<file path="config.mk">
export PLATFORM = sky130hd
export DESIGN_NAME = commit_arbiter
export DESIGN_NICKNAME = d
export VERILOG_FILES = /design/src/rtl/commit_arbiter.sv
export SDC_FILE = /design/constraint.sdc
export NUM_CORES = 1
export LEC_CHECK = 0
export ABC_AREA = 1
export CAP_MARGIN = 20
export CORE_AREA = 2 2 158 160
export DETAILED_ROUTE_END_ITERATION = 12
export DIE_AREA = 0 0 160 162
export PLACE_DENSITY = 0.82
export SKIP_LAST_GASP = 1
export SLEW_MARGIN = 25
export SYNTH_ARGS = -nofsm -noshare
export SYNTH_HDL_FRONTEND = slang
export SYNTH_SLANG_ARGS = --single-unit
</file>
<file path="constraint.sdc">
create_clock -name clk -period 12.68 [get_ports clk]
set_input_delay 1.902 -clock clk [delete_from_list [all_inputs] [get_ports clk]]
set_output_delay 1.902 -clock clk [all_outputs]
set_load 0.03 [all_outputs]
</file>
<file path="src/rtl/commit_arbiter.sv">
// commit_arbiter: merges the per-unit commit streams of one issue slot into a
// single writeback stream. Round-robin between units, multi-beat packets are
// kept contiguous by a packet lock, and the merged stream is registered through
// a two-entry buffer so that ready_in never depends on ready_out.
module commit_arbiter #(
  parameter int NUM_INPUTS = 4,
  parameter int DATAW      = 64,
  parameter int CNT_W      = 64
) (
  input  logic                            clk,
  input  logic                            reset,
  input  logic [NUM_INPUTS-1:0]           valid_in,
  output logic [NUM_INPUTS-1:0]           ready_in,
  input  logic [NUM_INPUTS*DATAW-1:0]     data_in,
  input  logic [NUM_INPUTS-1:0]           sop_in,
  input  logic [NUM_INPUTS-1:0]           eop_in,
  output logic                            valid_out,
  input  logic                            ready_out,
  output logic [DATAW-1:0]                data_out,
  output logic                            sop_out,
  output logic                            eop_out,
  output logic [$clog2(NUM_INPUTS)-1:0]   sel_out,
  output logic [CNT_W-1:0]                commit_cnt
);

  localparam int SELW = $clog2(NUM_INPUTS);

  // Arbitration state
  logic [SELW-1:0]       r_rr_ptr;
  logic                  r_locked;
  logic [SELW-1:0]       r_lock_idx;

  // Output buffer state
  logic [DATAW-1:0]      r_mem_data [2];
  logic                  r_mem_sop  [2];
  logic                  r_mem_eop  [2];
  logic [SELW-1:0]       r_mem_sel  [2];
  logic                  r_wr_ptr;
  logic                  r_rd_ptr;
  logic [1:0]            r_count;
  logic [CNT_W-1:0]      r_commit_cnt;

  logic [NUM_INPUTS-1:0] w_grant;
  logic [SELW-1:0]       w_grant_idx;
  logic                  w_full;
  logic                  w_push;
  logic                  w_pop;
  logic [DATAW-1:0]      w_in_data;
  logic                  w_in_sop;
  logic                  w_in_eop;

  assign w_full = (r_count == 2'd2);

  // Grant selection: the locked source owns the slot, otherwise the first valid
  // input after the last granted one wins.
  always_comb begin
    int v_idx;
    logic v_found;
    w_grant     = '0;
    w_grant_idx = '0;
    v_idx       = 0;
    v_found     = 1'b0;
    if (r_locked) begin
      w_grant_idx          = r_lock_idx;
      w_grant[r_lock_idx]  = 1'b1;
    end else begin
      for (int k = 1; k <= NUM_INPUTS; k++) begin
        v_idx = (int'(r_rr_ptr) + k) % NUM_INPUTS;
        if (!v_found && valid_in[v_idx]) begin
          v_found        = 1'b1;
          w_grant_idx    = SELW'(v_idx);
          w_grant[v_idx] = 1'b1;
        end
      end
    end
  end

  assign ready_in = w_grant & {NUM_INPUTS{!w_full && !reset}};
  assign w_push   = |(valid_in & ready_in);
  assign w_pop    = valid_out && ready_out;

  // Payload mux for the granted source
  always_comb begin
    w_in_data = data_in[int'(w_grant_idx)*DATAW +: DATAW];
    w_in_sop  = sop_in[w_grant_idx];
    w_in_eop  = eop_in[w_grant_idx];
  end

  // Round-robin pointer and packet lock track accepted beats only
  always_ff @(posedge clk) begin
    if (reset) begin
      r_rr_ptr   <= SELW'(NUM_INPUTS - 1);
      r_locked   <= 1'b0;
      r_lock_idx <= '0;
    end else if (w_push) begin
      r_rr_ptr <= w_grant_idx;
      if (!w_in_eop) begin
        r_locked   <= 1'b1;
        r_lock_idx <= w_grant_idx;
      end else begin
        r_locked   <= 1'b0;
      end
    end
  end

  // Buffer payload storage; contents are only meaningful while occupied
  always_ff @(posedge clk) begin
    if (w_push) begin
      r_mem_data[r_wr_ptr] <= w_in_data;
      r_mem_sop[r_wr_ptr]  <= w_in_sop;
      r_mem_eop[r_wr_ptr]  <= w_in_eop;
      r_mem_sel[r_wr_ptr]  <= w_grant_idx;
    end
  end

  // Buffer pointers and occupancy
  always_ff @(posedge clk) begin
    if (reset) begin
      r_wr_ptr <= 1'b0;
      r_rd_ptr <= 1'b0;
      r_count  <= 2'd0;
    end else begin
      if (w_push) r_wr_ptr <= ~r_wr_ptr;
      if (w_pop)  r_rd_ptr <= ~r_rd_ptr;
      case ({w_push, w_pop})
        2'b10:   r_count <= r_count + 2'd1;
        2'b01:   r_count <= r_count - 2'd1;
        default: r_count <= r_count;
      endcase
    end
  end

  // Retired-instruction counter: one per packet end handed downstream
  always_ff @(posedge clk) begin
    if (reset) begin
      r_commit_cnt <= '0;
    end else if (w_pop && eop_out) begin
      r_commit_cnt <= r_commit_cnt + CNT_W'(1);
    end
  end

  assign valid_out  = (r_count != 2'd0);
  assign data_out   = r_mem_data[r_rd_ptr];
  assign sop_out    = r_mem_sop[r_rd_ptr];
  assign eop_out    = r_mem_eop[r_rd_ptr];
  assign sel_out    = r_mem_sel[r_rd_ptr];
  assign commit_cnt = r_commit_cnt;

endmodule
</file>
==> results_dict.tcl, run 1 <==
set metrics [dict create \
    yosysUniqueCellTypes 50 \
    r2r-end "r_mem_data[1][39]" \
    grt_use_total_pct 27.7 \
    ant_nets 0 \
    cts_resized 0 \
    grt.overflow.total 0 \
    final_net_count 1896 \
    grt_max_degree 135 \
    num_vias 10700 \
    min_path_cells 1 \
    synth_seq_cells 210 \
    status "completed" \
    die_width_microns 160 \
    r2r-start "r_rr_ptr[1]" \
    synth.most_common_cell "nor2_1" \
    crit_family "buffers and inverters" \
    grt_pass1_vias 10600 \
    fillers 1942 \
    cts.clk_slew.worst_paths_ns 0.06 \
    power_density_nw_per_um2 305 \
    cpPeakStageDelay_ns 0.66 \
    setup_violations 0 \
    place_congestion 0.916 \
    tightest_slew_ns 0.994 \
    hp-start "r_rd_ptr" \
    synthFlopType "edfxtp_1" \
    r2r_cells 16 \
    syn_nets 1517 \
    rrSetupSlack_ns 8.46 \
    timing.final.ws_setup_ns 6.57 \
    worstSkewPairLatency_ns 0.50 \
    core_sq_um 24100 \
    drt-pass1-iter-count 5 \
    htreeDepth 1 \
    crit_fanout 43 \
    port_buffers 407 \
    tns_ns 0 \
    path_buf_inv 4 \
    syn_avg_cell_area_sq_um 8.95 \
    dpl_cell_area_sq_um 15300 \
    yosysTopAreaCell "edfxtp_1" \
    io_pins 408 \
    drive_gt1_share_pct 9.08 \
    area_growth_pct 45.2 \
    clock-sinks 210 \
    rows 57 \
    crit_top_cell "clkdlybuf4s50_1" \
    cp-start-kind "input pin" \
    fin_util_pct 66.6 \
    synth_top_area_share_pct 36.9 \
    end_kind "output port" \
    post_cts_buffers 0 \
    dp_worst_setup_slack_ns 6.59 \
    synth_cells 1236 \
    synthTopCellsByArea "edfxtp_1, dfxtp_1, nor2_1, o21ai_0, mux2_2" \
    yosysSeqAreaShare_pct 50.3 \
    die_h_microns 162 \
    setup.worst_path.class "in -> out" \
    synth_edf_count 136 \
    synth_common_cells "nor2_1, o21ai_0, edfxtp_1, nand2_1, inv_1" \
    top_layer_used "met4" \
    grt_antenna_before_repair 9 \
    cts_buffers 22 \
    finClkSkew_ns 0.0170 \
    max-vdd-ir-drop_v 0.000343 \
    first_iter_violations 927 \
    cts_hold_buf 0 \
    syn_area_sq_um 11100 \
    cts_buffer_depth 3 \
    rsz0062_at_grt "false" \
    met2_length_mm 18.0 \
    crit_required_ns 10.78 \
    crit_path_cell_trace "clkdlybuf4s50_1 > buf_4 > a21oi_1 > inv_1 > nor3b_1 > and2_1 > clkdlybuf4s50_1" \
    crit_slowest_cell "clkdlybuf4s50_1" \
    drv_slew 0 \
    fin_crit_ns 6.11 \
    dr_wl_met3_mm 3.58 \
    grt_pass1_wl_mm 57.4 \
    via_per_inst 5.48 \
    cts_root_buf "clkbuf_16" \
    hold_viol 0 \
    yosys_warnings 0 \
    start_util_pct 45.9 \
    drc 0 \
    hold_slack_ns 0.440 \
    hp-class "reg -> reg" \
    p_leak_nw 5.54 \
    relSlewSlack_pct 33.7 \
    dieArea_sq_um 25900 \
    drv_cap 0 \
    wire_per_inst_microns 19.0 \
    dp_hpwl_mm 26.7 \
    routed_wirelength_mm 37.3 \
    m1WireLength_mm 14.4 \
    finalCritPeriodShare_pct 48.2 \
    fmax_mhz 164 \
    async_flop_share_pct 0 \
    critPathArrivalTime_ns 4.21 \
    cts_tree "done" \
    design_area_sq_um 16100 \
]
-- per-stage QoR --
| stage | power (W) | instances |
|---|---|---|
| after floorplan | 0.00334 | 1236 |
| after global routing | 0.00522 | 1959 |
| after global placement | 0.00416 | 1915 |
| after detailed placement | 0.00425 | 1915 |
| after CTS | 0.00490 | 1954 |
| final | 0.00489 | 1962 |
-- routing by layer --
metal  GRT usage, %  vias to the layer above
met4           9.50                        0
met2           48.1                      551
met5              0                        -
li1               -                     5095
met1           33.5                     5027
met3           7.35                       69
-- cell usage in the layout, fill, tap and decap left out, types with 6 or more instances in the layout --
| cell | synthesis | final |
|---|---|---|
| nand4_1 | 24 | 24 |
| inv_1 | 95 | 94 |
| nor2_1 | 215 | 213 |
| edfxtp_1 | 136 | 136 |
| xor2_1 | 16 | 16 |
| diode_2 | 0 | 8 |
| a21oi_1 | 44 | 44 |
| nor3_1 | 39 | 39 |
| nand2_1 | 119 | 119 |
| dfxtp_1 | 74 | 73 |
| clkdlybuf4s50_1 | 0 | 407 |
| nor2_2 | 6 | 6 |
| o22ai_1 | 65 | 65 |
| o21ai_0 | 157 | 157 |
| clkbuf_16 | 0 | 23 |
| mux2_2 | 67 | 67 |
| ha_1 | 10 | 10 |
| nand3_1 | 42 | 42 |
| o21ai_1 | 6 | 6 |
| buf_4 | 7 | 6 |
| nand2_2 | 6 | 6 |
-- how the worst max path moves through the flow --
stage	from	endpoint	depth (start not counted)
finish	reset	ready_in[2]	7
global route	reset	ready_in[2]	7
CTS	reset	ready_in[2]	7
detailed placement	reset	ready_in[2]	7
global placement	valid_in[2]	ready_in[3]	11
floorplan	valid_in[3]	r_mem_data[1][0]	13
-- logic make-up (layout without fill, tap and decap cells) --
family | Yosys count | count (layout) | synth area share (%)
flip-flops | 210 | 210 | 50.3
AO/OA/AOI/OAI | 290 | 290 | 14.4
XOR/XNOR | 20 | 20 | 1.58
AND/OR/NAND/NOR | 480 | 480 | 19.4
adder cells (fa/ha/maj) | 10 | 10 | 1.13
multiplexers | 67 | 67 | 6.82
buffers and inverters | 159 | 553 | 6.28
other | 0 | 8 | 0
-- flip-flops by register name, summed over array words and instances (netlist names), named ones only --
register / count
r_mem_eop: 2
r_locked: 1
commit_cnt: 64
r_count: 2
r_wr_ptr: 1
r_mem_sel: 4
r_rr_ptr: 2
r_lock_idx: 2
r_mem_data: 128
r_mem_sop: 2
r_rd_ptr: 1
-- report_power, final --
group | switching (W) | total [W] | internal [W]
combinational | 0.00197 | 0.00290 | 0.000935
clock | 0.000262 | 0.000640 | 0.000378
sequential | 0.0000890 | 0.00135 | 0.00126
total | 0.00232 | 0.00489 | 0.00257
-- worst reg2reg max path, cell delays in order, from the launching register on --
cell,delay (ns)
dfxtp_1,0.56
inv_1,0.27
ha_1,0.39
inv_1,0.13
nand3_1,0.09
nand2_1,0.14
nand2_1,0.09
inv_2,0.11
nand3_1,0.08
nand3_1,0.10
nand2_1,0.08
nand2_1,0.07
nand3_1,0.07
nand2_1,0.16
nor2_2,0.14
nor2_4,0.75
buf_4,0.61
-- final cells by class --
type | instances | area (sq um) | area share, %
sequential | 210 | 5570 | 34.7
inverter | 100 | 387 | 2.41
clock inverter | 13 | 129 | 0.802
antenna | 8 | 20.0 | 0.125
clock buffer | 26 | 597 | 3.72
tap | 324 | 405 | 2.52
multi-input combinational | 867 | 4820 | 30.0
timing repair buffer | 414 | 4130 | 25.7
Note: power is estimated with default switching activity, not from simulation.
==> run 2, diff against run 1 <==
--- a/config.mk
+++ b/config.mk
@@ -7,10 +7,10 @@
 export LEC_CHECK = 0
 export ABC_AREA = 1
 export CAP_MARGIN = 20
-export CORE_AREA = 2 2 158 160
+export CORE_MARGIN = 2
+export CORE_UTILIZATION = 41
 export DETAILED_ROUTE_END_ITERATION = 12
-export DIE_AREA = 0 0 160 162
-export PLACE_DENSITY = 0.82
+export PLACE_DENSITY = 0.78
 export SKIP_LAST_GASP = 1
 export SLEW_MARGIN = 25
 export SYNTH_ARGS = -nofsm -noshare
==> constraint.sdc (replaced) <==
create_clock -name clk -period 5.3 [get_ports clk]
set_input_delay 0.795 -clock clk [delete_from_list [all_inputs] [get_ports clk]]
set_output_delay 0.795 -clock clk [all_outputs]
set_load 0.03 [all_outputs]
==> results_dict.tcl, run 2 (synthesized netlist as in run 1, its figures left out) <==
set metrics [dict create \
    status "completed" \
    grt_max_degree 76 \
    via_per_inst 5.34 \
    start_util_pct 41.4 \
    grt_antenna_before_repair 5 \
    fin_crit_ns 4.13 \
    crit_required_ns 4.51 \
    cts_buffers 23 \
    first_iter_violations 745 \
    largest_reg_flops 128 \
    drv_cap 0 \
    ant_nets 0 \
    setup_violations 0 \
    fmax_mhz 242 \
    port_buffers 407 \
    rows 60 \
    top_layer_used "met5" \
    crit_start "r_rr_ptr[0]" \
    routed_wirelength_mm 36.9 \
    grt_use_total_pct 24.8 \
    die_width_microns 168 \
    hp-start "r_rd_ptr" \
    drv_slew 0 \
    setup.worst_path.class "reg -> out" \
    cts_resized 0 \
    post_cts_buffers 0 \
    dieArea_sq_um 28300 \
    num_vias 10600 \
    r2r-start "r_rr_ptr[0]" \
    cts.clk_slew.worst_paths_ns 0.06 \
    cts_hold_buf 0 \
    place_congestion 0.889 \
    end_kind "output port" \
    rsz0062_at_grt "false" \
    relSlewSlack_pct 31.2 \
    final_common_cell "clkdlybuf4s50_1" \
    power_density_nw_per_um2 734 \
    r2r-end "r_mem_data[0][26]" \
    grt_pass1_wl_mm 55.9 \
    htreeDepth 1 \
    drive_gt1_share_pct 9.05 \
    m1WireLength_mm 14.2 \
    drt-pass1-iter-count 6 \
    regMostFlops "r_mem_data" \
    wire_per_inst_microns 18.6 \
    core_sq_um 26700 \
    dr_wl_met3_mm 3.04 \
    fillers 2270 \
    finClkSkew_ns 0.00676 \
    cts_root_buf "clkbuf_16" \
    worstSkewPairLatency_ns 0.49 \
    min_path_cells 1 \
    drc 0 \
    finalCritPeriodShare_pct 77.9 \
    hp-class "reg -> reg" \
    grt_pass1_vias 10300 \
    r2r_cells 14 \
    max-vdd-ir-drop_v 0.000534 \
    cts_tree "done" \
    cp-start-kind "register" \
    met2_length_mm 18.1 \
    clock-sinks 210 \
    dp_worst_setup_slack_ns 1.37 \
    final_net_count 1901 \
    hold_viol 0 \
    io_pins 408 \
    critPathArrivalTime_ns 3.33 \
    timing.final.ws_setup_ns 1.17 \
    grt.overflow.total 0 \
    dp_hpwl_mm 26.3 \
    area_growth_pct 45.7 \
    crit_fanout 14 \
    tns_ns 0 \
    tightest_slew_ns 1.03 \
    rrSetupSlack_ns 1.54 \
    p_leak_nw 5.58 \
    most-common-layout-cells "clkdlybuf4s50_1, nor2_1, o21ai_0" \
    cts_buffer_depth 3 \
    die_h_microns 168 \
]
==> run 2: changes by cell type in the layout (fill, tap and decap cells not counted) <==
cell	previous run	this run
diode_2	8	5
clkinvlp_2	2	0
inv_2	2	3
buf_6	1	0
inv_1	94	95
clkbuf_1	2	5
clkinv_2	3	4
clkinv_4	4	0
clkinv_1	3	5
inv_4	2	1
buf_4	6	9
clkbuf_8	1	2
buf_12	0	2
==> run 2: layout make-up <==
cell class / instances / area (sq um) / share of cell area (%)
diodes: 5 / 12.5 / 0.0776
flip-flops and latches: 210 / 5570 / 34.5
repair buffers: 418 / 4180 / 25.9
clock inverters: 11 / 100 / 0.621
multi-input cells: 867 / 4820 / 29.9
well taps: 341 / 427 / 2.65
clock buffers: 30 / 622 / 3.86
inverters: 100 / 384 / 2.38
==> run 2: report_power, final <==
part / total [W] / switching (W) / internal, W
logic: 0.00706 / 0.00472 / 0.00234
registers: 0.00323 / 0.000211 / 0.00302
clock network: 0.00154 / 0.000620 / 0.000920
==> run 2: worst max path at each step <==
stage	slack, ns	cells past startpoint	to
floorplan	0.07	14	r_mem_data[1][0]
global placement	1.47	15	r_mem_data[0][13]
detailed placement	1.37	13	r_mem_data[0][44]
CTS	1.13	11	ready_in[3]
global route	0.91	11	ready_in[1]
finish	1.17	11	ready_in[3]
==> run 2: stage by stage <==
stage | utilization, % | instances | hold slack, ns | power (W) | area [sq um]
finish | 60.3 | 1982 | 0.444 | 0.0118 | 16100
global placement | 57.6 | 1936 | 0.428 | 0.0100 | 15400
CTS | 60.3 | 1977 | 0.445 | 0.0119 | 16100
detailed placement | 57.6 | 1936 | 0.433 | 0.0103 | 15400
global route | 60.3 | 1982 | 0.465 | 0.0126 | 16100
floorplan | - | 1236 | 0.425 | 0.00798 | 11100
==> run 2: critical path, cell delays in order, from the launching register on <==
cell and delay [ns]:
dfxtp_1 0.75, inv_8 0.11, ha_1 0.38, inv_1 0.10, nand2_2 0.12, nand2_4 0.09, nor2_1 0.19, a21boi_0 0.16
nand4_1 0.12, nand2_1 0.06, nor2_1 0.08, clkdlybuf4s50_1 0.67
==> run 2: per-layer routing <==
metal / vias up / GRT usage, %
met5: - / 0
met4: 2 / 10.2
met3: 80 / 5.81
met2: 447 / 43.4
met1: 4959 / 29.2
li1: 5093 / -
